$ cat src/rtl/twofish_io_pkg.sv
// Shared types and elaboration helpers for the Twofish switch/LED front end.
//   phase_e         : sequencer phase, encodings 0..4 are visible on phase_led
//   calc_idx_w()    : width of the word/chunk index for a given geometry
//   geometry_ok()   : true when key/block widths divide evenly into words/chunks
package twofish_io_pkg;

  typedef enum logic [2:0] {
    PH_LOAD_KEY  = 3'd0,
    PH_LOAD_DATA = 3'd1,
    PH_START     = 3'd2,
    PH_WAIT      = 3'd3,
    PH_SHOW      = 3'd4
  } phase_e;

  // Index must cover the longest of key words, block words and LED chunks.
  // Clamped to 1 so a single-word geometry still gets a real signal.
  function automatic int calc_idx_w(input int key_w, input int blk_w,
                                    input int sw_w, input int led_w);
    int m;
    int c;
    m = key_w / sw_w;
    if (blk_w / sw_w > m) m = blk_w / sw_w;
    if (blk_w / led_w > m) m = blk_w / led_w;
    c = $clog2(m);
    return (c < 1) ? 1 : c;
  endfunction

  function automatic bit geometry_ok(input int key_w, input int blk_w,
                                     input int sw_w, input int led_w);
    return (sw_w > 0) && (led_w > 0) &&
           (key_w >= sw_w) && (blk_w >= sw_w) && (blk_w >= led_w) &&
           (key_w % sw_w == 0) && (blk_w % sw_w == 0) && (blk_w % led_w == 0);
  endfunction

endpackage

$ cat src/rtl/rise_detect.sv
// Rising-edge detector for an already-debounced level input.
//   i_clk   : clock
//   i_reset : synchronous active-high reset
//   i_level : sampled level
//   o_rise  : high in the cycle where i_level is high and was low the cycle before
// History resets to 1 so a level held high across reset release yields no edge.
module rise_detect (
  input  logic i_clk,
  input  logic i_reset,
  input  logic i_level,
  output logic o_rise
);

  logic r_hist;

  always_ff @(posedge i_clk) begin
    if (i_reset) r_hist <= 1'b1;
    else         r_hist <= i_level;
  end

  assign o_rise = i_level & ~r_hist;

endmodule

$ cat src/rtl/sw_led_seq.sv
// Switch/LED sequencer for the Twofish core.
// Loads a key then a data block from slide switches one word per step edge,
// pulses core_start, waits for core_done, then pages the result onto the LEDs
// most-significant chunk first. After the last page it returns to data entry
// with the key retained.
//   man_clk, reset        : clock, synchronous active-high reset
//   bits                  : switch word
//   step, mode_in         : buttons, acted on at their rising edges
//   core_done, core_dout  : completion pulse and result from the core
//   core_start, core_mode : launch pulse and encrypt(0)/decrypt(1)
//   core_key, core_din    : assembled key and data block
//   LED                   : current result chunk (0 outside SHOW)
//   reset_led, mode_led, busy_led, phase_led, state_led : status indicators
module sw_led_seq
  import twofish_io_pkg::*;
#(
  parameter int KEY_W = 128,
  parameter int BLK_W = 128,
  parameter int SW_W  = 16,
  parameter int LED_W = 8,
  parameter int IDX_W = calc_idx_w(KEY_W, BLK_W, SW_W, LED_W)
) (
  input  logic              man_clk,
  input  logic              reset,
  input  logic [SW_W-1:0]   bits,
  input  logic              step,
  input  logic              mode_in,
  input  logic              core_done,
  input  logic [BLK_W-1:0]  core_dout,
  output logic              core_start,
  output logic              core_mode,
  output logic [KEY_W-1:0]  core_key,
  output logic [BLK_W-1:0]  core_din,
  output logic [LED_W-1:0]  LED,
  output logic              reset_led,
  output logic              mode_led,
  output logic              busy_led,
  output logic [2:0]        phase_led,
  output logic [IDX_W-1:0]  state_led
);

  if (!geometry_ok(KEY_W, BLK_W, SW_W, LED_W)) begin : g_bad_geometry
    $error("sw_led_seq: KEY_W/BLK_W must be multiples of SW_W, BLK_W a multiple of LED_W");
  end

  localparam int KEY_WORDS  = KEY_W / SW_W;
  localparam int BLK_WORDS  = BLK_W / SW_W;
  localparam int LED_CHUNKS = BLK_W / LED_W;

  localparam logic [IDX_W-1:0] KEY_LAST = IDX_W'(KEY_WORDS - 1);
  localparam logic [IDX_W-1:0] BLK_LAST = IDX_W'(BLK_WORDS - 1);
  localparam logic [IDX_W-1:0] LED_LAST = IDX_W'(LED_CHUNKS - 1);

  phase_e             r_phase, w_phase_nxt;
  logic [IDX_W-1:0]   r_idx, w_idx_nxt;
  logic [KEY_W-1:0]   r_key, w_key_shift;
  logic [BLK_W-1:0]   r_din, w_din_shift;
  logic [BLK_W-1:0]   r_result;
  logic               r_mode;
  logic               w_step_rise, w_mode_rise;
  logic               w_key_ld, w_din_ld, w_capture, w_mode_tog;
  logic [LED_W-1:0]   w_chunk;

  rise_detect u_step_rise (
    .i_clk   (man_clk),
    .i_reset (reset),
    .i_level (step),
    .o_rise  (w_step_rise)
  );

  rise_detect u_mode_rise (
    .i_clk   (man_clk),
    .i_reset (reset),
    .i_level (mode_in),
    .o_rise  (w_mode_rise)
  );

  // New word enters at the bottom, so the first word entered ends up on top.
  if (KEY_W > SW_W) begin : g_key_shift
    assign w_key_shift = {r_key[KEY_W-SW_W-1:0], bits};
  end else begin : g_key_load
    assign w_key_shift = bits;
  end

  if (BLK_W > SW_W) begin : g_din_shift
    assign w_din_shift = {r_din[BLK_W-SW_W-1:0], bits};
  end else begin : g_din_load
    assign w_din_shift = bits;
  end

  always_comb begin
    w_phase_nxt = r_phase;
    w_idx_nxt   = r_idx;
    w_key_ld    = 1'b0;
    w_din_ld    = 1'b0;
    w_capture   = 1'b0;
    // Mode only changes while entering operands, keeping it stable for the core.
    w_mode_tog  = w_mode_rise &&
                  ((r_phase == PH_LOAD_KEY) || (r_phase == PH_LOAD_DATA));
    unique case (r_phase)
      PH_LOAD_KEY: begin
        if (w_step_rise) begin
          w_key_ld = 1'b1;
          if (r_idx == KEY_LAST) begin
            w_idx_nxt   = '0;
            w_phase_nxt = PH_LOAD_DATA;
          end else begin
            w_idx_nxt = r_idx + 1'b1;
          end
        end
      end
      PH_LOAD_DATA: begin
        if (w_step_rise) begin
          w_din_ld = 1'b1;
          if (r_idx == BLK_LAST) begin
            w_idx_nxt   = '0;
            w_phase_nxt = PH_START;
          end else begin
            w_idx_nxt = r_idx + 1'b1;
          end
        end
      end
      PH_START: begin
        w_phase_nxt = PH_WAIT;
      end
      PH_WAIT: begin
        if (core_done) begin
          w_capture   = 1'b1;
          w_idx_nxt   = '0;
          w_phase_nxt = PH_SHOW;
        end
      end
      PH_SHOW: begin
        if (w_step_rise) begin
          if (r_idx == LED_LAST) begin
            w_idx_nxt   = '0;
            w_phase_nxt = PH_LOAD_DATA;
          end else begin
            w_idx_nxt = r_idx + 1'b1;
          end
        end
      end
      default: begin
        w_idx_nxt   = '0;
        w_phase_nxt = PH_LOAD_KEY;
      end
    endcase
  end

  always_ff @(posedge man_clk) begin
    if (reset) begin
      r_phase  <= PH_LOAD_KEY;
      r_idx    <= '0;
      r_key    <= '0;
      r_din    <= '0;
      r_result <= '0;
      r_mode   <= 1'b0;
    end else begin
      r_phase <= w_phase_nxt;
      r_idx   <= w_idx_nxt;
      if (w_key_ld)   r_key    <= w_key_shift;
      if (w_din_ld)   r_din    <= w_din_shift;
      if (w_capture)  r_result <= core_dout;
      if (w_mode_tog) r_mode   <= ~r_mode;
    end
  end

  // Constant-index mux keeps every slice static.
  always_comb begin
    w_chunk = '0;
    for (int unsigned i = 0; i < LED_CHUNKS; i++) begin
      if (r_idx == IDX_W'(i)) w_chunk = r_result[BLK_W-1-i*LED_W -: LED_W];
    end
  end

  assign core_start = (r_phase == PH_START);
  assign core_mode  = r_mode;
  assign core_key   = r_key;
  assign core_din   = r_din;
  assign LED        = (r_phase == PH_SHOW) ? w_chunk : '0;
  assign reset_led  = reset;
  assign mode_led   = r_mode;
  assign busy_led   = (r_phase == PH_START) || (r_phase == PH_WAIT);
  assign phase_led  = r_phase;
  assign state_led  = r_idx;

endmodule

$ cat config.mk
export PLATFORM = sky130hd
export DESIGN_NAME = sw_led_seq
export DESIGN_NICKNAME = d
export VERILOG_FILES = /design/src/rtl/twofish_io_pkg.sv /design/src/rtl/rise_detect.sv /design/src/rtl/sw_led_seq.sv
export SDC_FILE = /design/constraint.sdc
export NUM_CORES = 1
export LEC_CHECK = 0
export BUFFER_PORTS_ARGS = -buffer_cell sky130_fd_sc_hd__buf_4
export CAP_MARGIN = 20
export CORE_MARGIN = 1
export CORE_UTILIZATION = 40
export CTS_BUF_LIST = sky130_fd_sc_hd__clkbuf_8 sky130_fd_sc_hd__clkbuf_16
export DETAILED_ROUTE_END_ITERATION = 16
export GPL_TIMING_DRIVEN = 0
export PLACE_DENSITY = 0.73
export SLEW_MARGIN = 30
export SYNTH_ARGS = -nofsm -noshare
export SYNTH_HDL_FRONTEND = slang
export SYNTH_HIERARCHICAL = 1
export SYNTH_SLANG_ARGS = --single-unit
$ cat constraint.sdc
create_clock -name man_clk -period 1.9 [get_ports man_clk]
set_input_delay 0.285 -clock man_clk [delete_from_list [all_inputs] [get_ports man_clk]]
set_output_delay 0.285 -clock man_clk [all_outputs]
set_load 0.01 [all_outputs]
==> summary.md, run 1 <==
| Metric | Value |
|---|---|
| H-tree Lvls | 2 |
| Distinct cell type count after synthesis | 62 |
| Final Max Slew Viols | 0 |
| Syn. warnings | 6 |
| Dominant cell type by area after synthesis | dfxtp_1 |
| Final core occ | 0.6042 |
| Vias in the first global route | 16391 |
| CP cell instances | inv_4, buf_12, ha_4, buf_12, buf_16, and3_4, o32ai_2, a22oi_2, o21a_1, buf_6 |
| WL/cell | 18.82 um |
| Share of layout cells above drive strength 1 | 0.2554 |
| Met1 WL | 23610 um |
| Clk buf depth | 3 |
| Slowest cell on crit path | dfxtp_4 |
| RSZ-0062 raised after global routing | true |
| R2r startpoint | state_led[1] |
| Yosys top cell area share | 0.5088 |
| Last element of the critical path | LED[3] |
| Peak VDD IR | 0.0006839 V |
| GRT overflow | 0 |
| Final setup viols | 8 |
| TritonCTS Sinks | 394 |
| Cell depth of the worst flop-to-flop path | 7 |
| Cell Area, Synth | 15500 um^2 |
| Die Span X | 198.9 um |
| # IOs | 425 |
| Worst R2R End | state_led[3] |
| EDFF count, synth | 0 |
| Ys flop type | dfxtp_1 |
| Antenna violations before repair | 1 |
| DPL Wire Length | 44320 um |
| Most frequent CP cell | buf_12 |
| Post-Syn Instances | 2042 |
| Routed Antenna Nets | 0 |
| Setup CP Type | register to primary output |
| Tot Pwr | 17930 uW |
| Post-synthesis xor/xnor area fraction | 0.0005650 |
| Max Cap Violations | 0 |
| Height of the die | 198.9 um |
| Final period utilization | 1.531 |
| Metal2 WL | 29510 um |
| DR vias | 16653 |
| First-pass iteration count of the detailed router | 6 |
| DRT iter0 DRCs | 1172 |
| Pwr dens | 782.1 nW/um^2 |
| Root buf cell | clkbuf_16 |
| Hold Crit Class | primary input to register |
| Setup crit end kind | primary output |
| Reported leakage power | 0.008857 uW |
| CTS clock-pin slew for the worst setup and hold paths | 60 ps |
| F_max | 0.3438 GHz |
| Largest net degree at the start of global routing | 15 |
| FF+latch count, synth | 394 |
| Highest metal used | met4 |
| Critical path origin | state_led[0] |
| GRT Total Usage | 0.2961 |
| CP Max Fanout | 7 |
| DR DRC count | 0 |
| Failing checks | setup timing |
| Final WS setup | -1008 ps |
| Simple-gate share of the synthesized area | 0.2404 |
| Die Area | 39550 um^2 |
| Nets | 2820 |
| Top post-synthesis cells by count | nand2_1 (806), a21oi_1 (421), dfxtp_1 (394) |
| CTS buffer count | 41 |
| Reg-to-reg slack, setup | 100 ps |
| Core area | 37930 um^2 |
| WP data required | 1620 ps |
| Most common cell in the netlist | nand2_1 |
| CP startpoint kind | register |
| CTS tree | yes |
| Row count | 71 |
| Final hold vios | 0 |
| Combinational family with the most area after synthesis | simple AND/OR/NAND/NOR gates |
| FFs w/ async S/R, synth | 0 |
| CP peak stage delay | 400 ps |
| Crit path DAT | 2620 ps |
| Clock skew | 27.42 ps |
| Proportion of synthesized area in mux cells | 0.002098 |
| Synth area leaders | dfxtp_1 (51%), nand2_1 (20%), a21oi_1 (14%), buf_2 (2.3%), clkbuf_1 (1.8%) |
| Adder-cell share of the synthesized area | 0.003228 |
| IO buf count | 424 |
| Worst skew pair latency | 580 ps |
| First-pass GRT wire length | 89880 um |
| Gp weighted congestion | 0.9436 |
| Compound-Gate Fraction of Synth Area | 0.1900 |
| Status | finished, violations left |
| Relative slew margins | 0.4593 |
| Fin crit period | 2908 ps |
| Sequential share of the synthesized area | 0.5088 |
| Worst Max-Slew Pin Slew | 811.0 ps |
| Initial core utilization | 0.4087 |
| Met3 WL | 4798 um |
| Final WL | 60400 um |
| Area Overhead vs Synth | 47.85% |
| Mapped Nets | 2195 |
| Worst Hold Depth | 3 |
| Mean Syn Cell Area | 7.592 um^2 |
| Via/cell ratio | 5.188 |
[metal layers]
layer	global-route usage	vias up
li1	-	7996
met1	0.3393	7853
met2	0.5167	662
met3	0.07308	142
met4	0.1359	0
met5	0	-
[repair_timing]
item,in CTS,in global routing
setup endpoints to repair,320,184
cloned,2,0
hold endpoints to repair,152,0
setup buffers,11,10
hold buffers,138,0
gates resized for setup,80,57
pin swaps,24,33
[worst min-delay path by stage]
stage                               endpoint           from
final                           r_result[13]  core_dout[13]
after global routing            r_result[13]  core_dout[13]
after global placement           r_result[0]    r_result[0]
after detailed placement         r_result[0]    r_result[0]
after floorplan           u_mode_rise/r_hist          reset
after CTS                       r_result[14]  core_dout[14]
[registers in the layout, summed over array words and instances, names as in the netlist]
name	flops
u_step_rise/r_hist	1
core_din	128
state_led	4
core_mode	1
r_result	128
u_mode_rise/r_hist	1
core_key	128
phase_led	3
[worst max-delay path: cells and delay by family, from the launching register on]
family / cells / cell delay [ps]
buf+inv: 5 / 570
flops: 1 / 400
fa+ha+maj: 1 / 200
simple gates: 1 / 160
compound gates: 3 / 710
[power by group]
| part | leakage (uW) | internal [uW] | switching (uW) | total, uW |
|---|---|---|---|---|
| Clock | 0.000746 | 5090 | 3480 | 8570 |
| Sequential | 0.00318 | 8280 | 25.4 | 8300 |
| Combinational | 0.00493 | 554 | 498 | 1050 |
[final cells by class]
class	count	area, um^2
clock inverter	26	304.0
antenna	1	2.502
clock buffer	48	1134
fill	3239	15010
inverter	15	63.81
timing repair buffer	585	4825
sequential	394	7901
buffer	162	937.1
multi-input combinational	1468	7114
tap	511	639.4
[through the flow]
step	instance area, um^2	setup slack [ps]	setup TNS, ps	std cells	hold WS (ps)
after floorplan	15610	-82.87	-398.1	2042	382.1
after global placement	19430	-822.9	-64190	2977	439.8
after detailed placement	19430	-845.0	-67340	2977	444.2
after CTS	22650	-1068	-7972	3200	8.532
after global routing	22920	-1090	-8244	3210	34.51
final	22920	-1008	-7692	3210	34.09
[logic make-up (layout without fill, tap and decap cells)]
family,count (synthesis),after routing
simple gates,925,925
compound gates,535,535
flops,394,394
buf+inv,180,836
fa+ha+maj,4,4
mux,3,3
xor+xnor,1,1
other cells,0,1
[cells in the final DEF, fill, tap and decap left out, types with 13 or more instances in the layout]
cell	instances
a21oi_1	416
buf_2	54
buf_4	459
buf_6	13
clkbuf_1	55
clkbuf_16	42
dfxtp_1	387
dlygate4sd3_1	138
inv_1	20
nand2_1	805
nand2b_1	13
nand3b_1	13
nor2_1	26
nor2b_1	21
o21ai_0	19
Power figures use the tool's default switching activity.
==> inputs of run 2 (changes only) <==
Settings changed: BUFFER_PORTS_ARGS -buffer_cell sky130_fd_sc_hd__buf_4 to default, CORE_UTILIZATION 40 to 30, DONT_BUFFER_PORTS from default to 1, PLACE_DENSITY 0.73 to 0.52.
==> run 2 against run 1 <==
Against the previous run: the run still ends with setup timing left; global-route usage decreased by 7.2 points; wire length grew 0.26%; power down 1.1%; hold slack better by 9.8 ps; setup slack better by 6.9 ps; critical endpoint unchanged; sequential cell count unchanged.
==> summary.md, run 2 (synthesized netlist as in run 1, its figures left out) <==
| Metric | Value |
|---|---|
| Height of the die | 229.3 um |
| TritonCTS Sinks | 394 |
| Gp weighted congestion | 0.9338 |
| Peak VDD IR | 0.0005928 V |
| Initial core utilization | 0.3065 |
| Setup TNS Final | -7383 ps |
| CP startpoint kind | register |
| Pwr dens | 886.9 nW/um^2 |
| Crit path DAT | 2620 ps |
| CTS clock-pin slew for the worst setup and hold paths | 60 ps |
| Fillers | 5243 |
| WP data required | 1620 ps |
| Failing checks | setup timing |
| Highest-count cells in the layout ignoring fill and taps | nand2_1 (805), a21oi_1 (415), dfxtp_1 (387), dlygate4sd3_1 (148), clkbuf_1 (48) |
| Clock skew | 21.95 ps |
| GRT overflow | 0 |
| Reported leakage power | 0.006622 uW |
| Largest net degree at the start of global routing | 20 |
| Share of layout cells above drive strength 1 | 0.1213 |
| Fin crit period | 2901 ps |
| Row count | 82 |
| CTS tree | yes |
| GRT Total Usage | 0.2240 |
| Final hold vios | 0 |
| F_max | 0.3447 GHz |
| Routed Antenna Nets | 0 |
| Register area | 7909 um^2 |
| IO buf count | 0 |
| Design area | 19990 um^2 |
| Final WS setup | -1001 ps |
| Core area | 50580 um^2 |
| DR DRC count | 0 |
| Worst skew pair latency | 590 ps |
| Relative slew margins | 0.3877 |
| Root buf cell | clkbuf_16 |
| RSZ-0062 raised after global routing | true |
| DR vias | 14879 |
| Final Max Slew Viols | 0 |
| H-tree Lvls | 2 |
| DRT iter0 DRCs | 904 |
| Clk buf depth | 3 |
| Nets | 2400 |
| CP Max Fanout | 5 |
| WL/cell | 20.48 um |
| First-pass iteration count of the detailed router | 5 |
| Via/cell ratio | 5.032 |
| Status | finished, violations left |
| Area Overhead vs Synth | 28.95% |
| Hold Crit Class | primary input to register |
| Vias in the first global route | 14757 |
| Area of placed instances | 16450 um^2 |
| Max Cap Violations | 0 |
| Area of the multi-input gates | 7158 um^2 |
| Setup crit end kind | primary output |
| Commonest non-fill, non-tap cell in the layout | nand2_1 |
| Met3 Use GR | 0.06960 |
| Final period utilization | 1.527 |
| # IOs | 425 |
| First-pass GRT wire length | 90660 um |
| Met1 Use GR | 0.2579 |
| Die Area | 52590 um^2 |
| Final setup viols | 8 |
| DPL Wire Length | 45590 um |
| GRT met2 Usage | 0.3906 |
| Antenna violations before repair | 2 |
| Die Span X | 229.3 um |
| Worst Max-Slew Pin Slew | 918.4 ps |
| Busiest grt layer | met2 |
| Final WL | 60560 um |
| Setup CP Type | register to primary output |
| CTS buffer count | 44 |
-- run 2: changes by cell type in the layout (fill, tap and decap cells not counted), sizes merged, moves of 2 or more --
cell         change
clkinv           +2
clkinvlp         +5
inv              +2
buf            -440
dlygate4sd3     +10
clkbuf           +9
bufinv           -3
-- run 2: path summary, 6_finish.rpt --
kind / end / slack (ps) / cells past startpoint / from
worst max-delay path: LED[3] / -1000 / 7 / state_led[0]
worst min-delay path: core_mode / 40 / 4 / mode_in
worst max register to register: state_led[3] / 40 / 7 / state_led[1]
worst min register to register: r_result[127] / 460 / 2 / r_result[127]
-- run 2: layer usage --
metal | up-vias | share of wire
met5 | - | 0
met4 | 0 | 0.028
met3 | 109 | 0.081
met2 | 530 | 0.49
met1 | 7054 | 0.40
li1 | 7186 | -
-- run 2: layout make-up --
class                   instances  share of cell area
multi-input cells            1468              0.3581
flip-flops and latches        394              0.3956
repair buffers                162             0.07955
well taps                     672             0.04206
clock inverters                32             0.01415
clock buffers                  50             0.05977
diodes                          2           0.0002504
plain buffers                 162             0.04719
inverters                      15            0.003317
-- run 2: power breakdown --
part           total (uW)  switching, uW  internal [uW]  leakage (uW)
Sequential           8310           37.3           8270       0.00318
Clock                8670           3690           4980      0.000750
Combinational         750            416            333       0.00269
-- run 2: through the flow --
stage / std cells / total power [uW] / setup slack [ps] / utilization / hold slack (ps)
detailed placement: 2714 / 8925 / -795.0 / 0.3253 / 389.5
finish: 2957 / 17730 / -1001 / 0.3952 / 43.92
floorplan: 2042 / 8770 / -82.87 / - / 382.1
CTS: 2951 / 17930 / -1084 / 0.3905 / 14.01
global route: 2956 / 18310 / -1011 / 0.3952 / 75.86
global placement: 2714 / 8919 / -802.7 / 0.3253 / 387.0
-- run 2: repair_timing --
action	CTS	global route
endpoints found under the hold margin	162	0
gates cloned	0	0
buffers inserted	9	5
gates resized for setup	85	61
hold buffers	148	0
setup endpoints to repair	386	198
pin swaps	16	32
-- run 2: critical path: stages (launching register included) --
cell	delay, ps
dfxtp_4	460
inv_6	60
ha_4	180
or4_4	510
a21oi_4	190
o32ai_2	110
a22oi_2	280
o21a_2	250
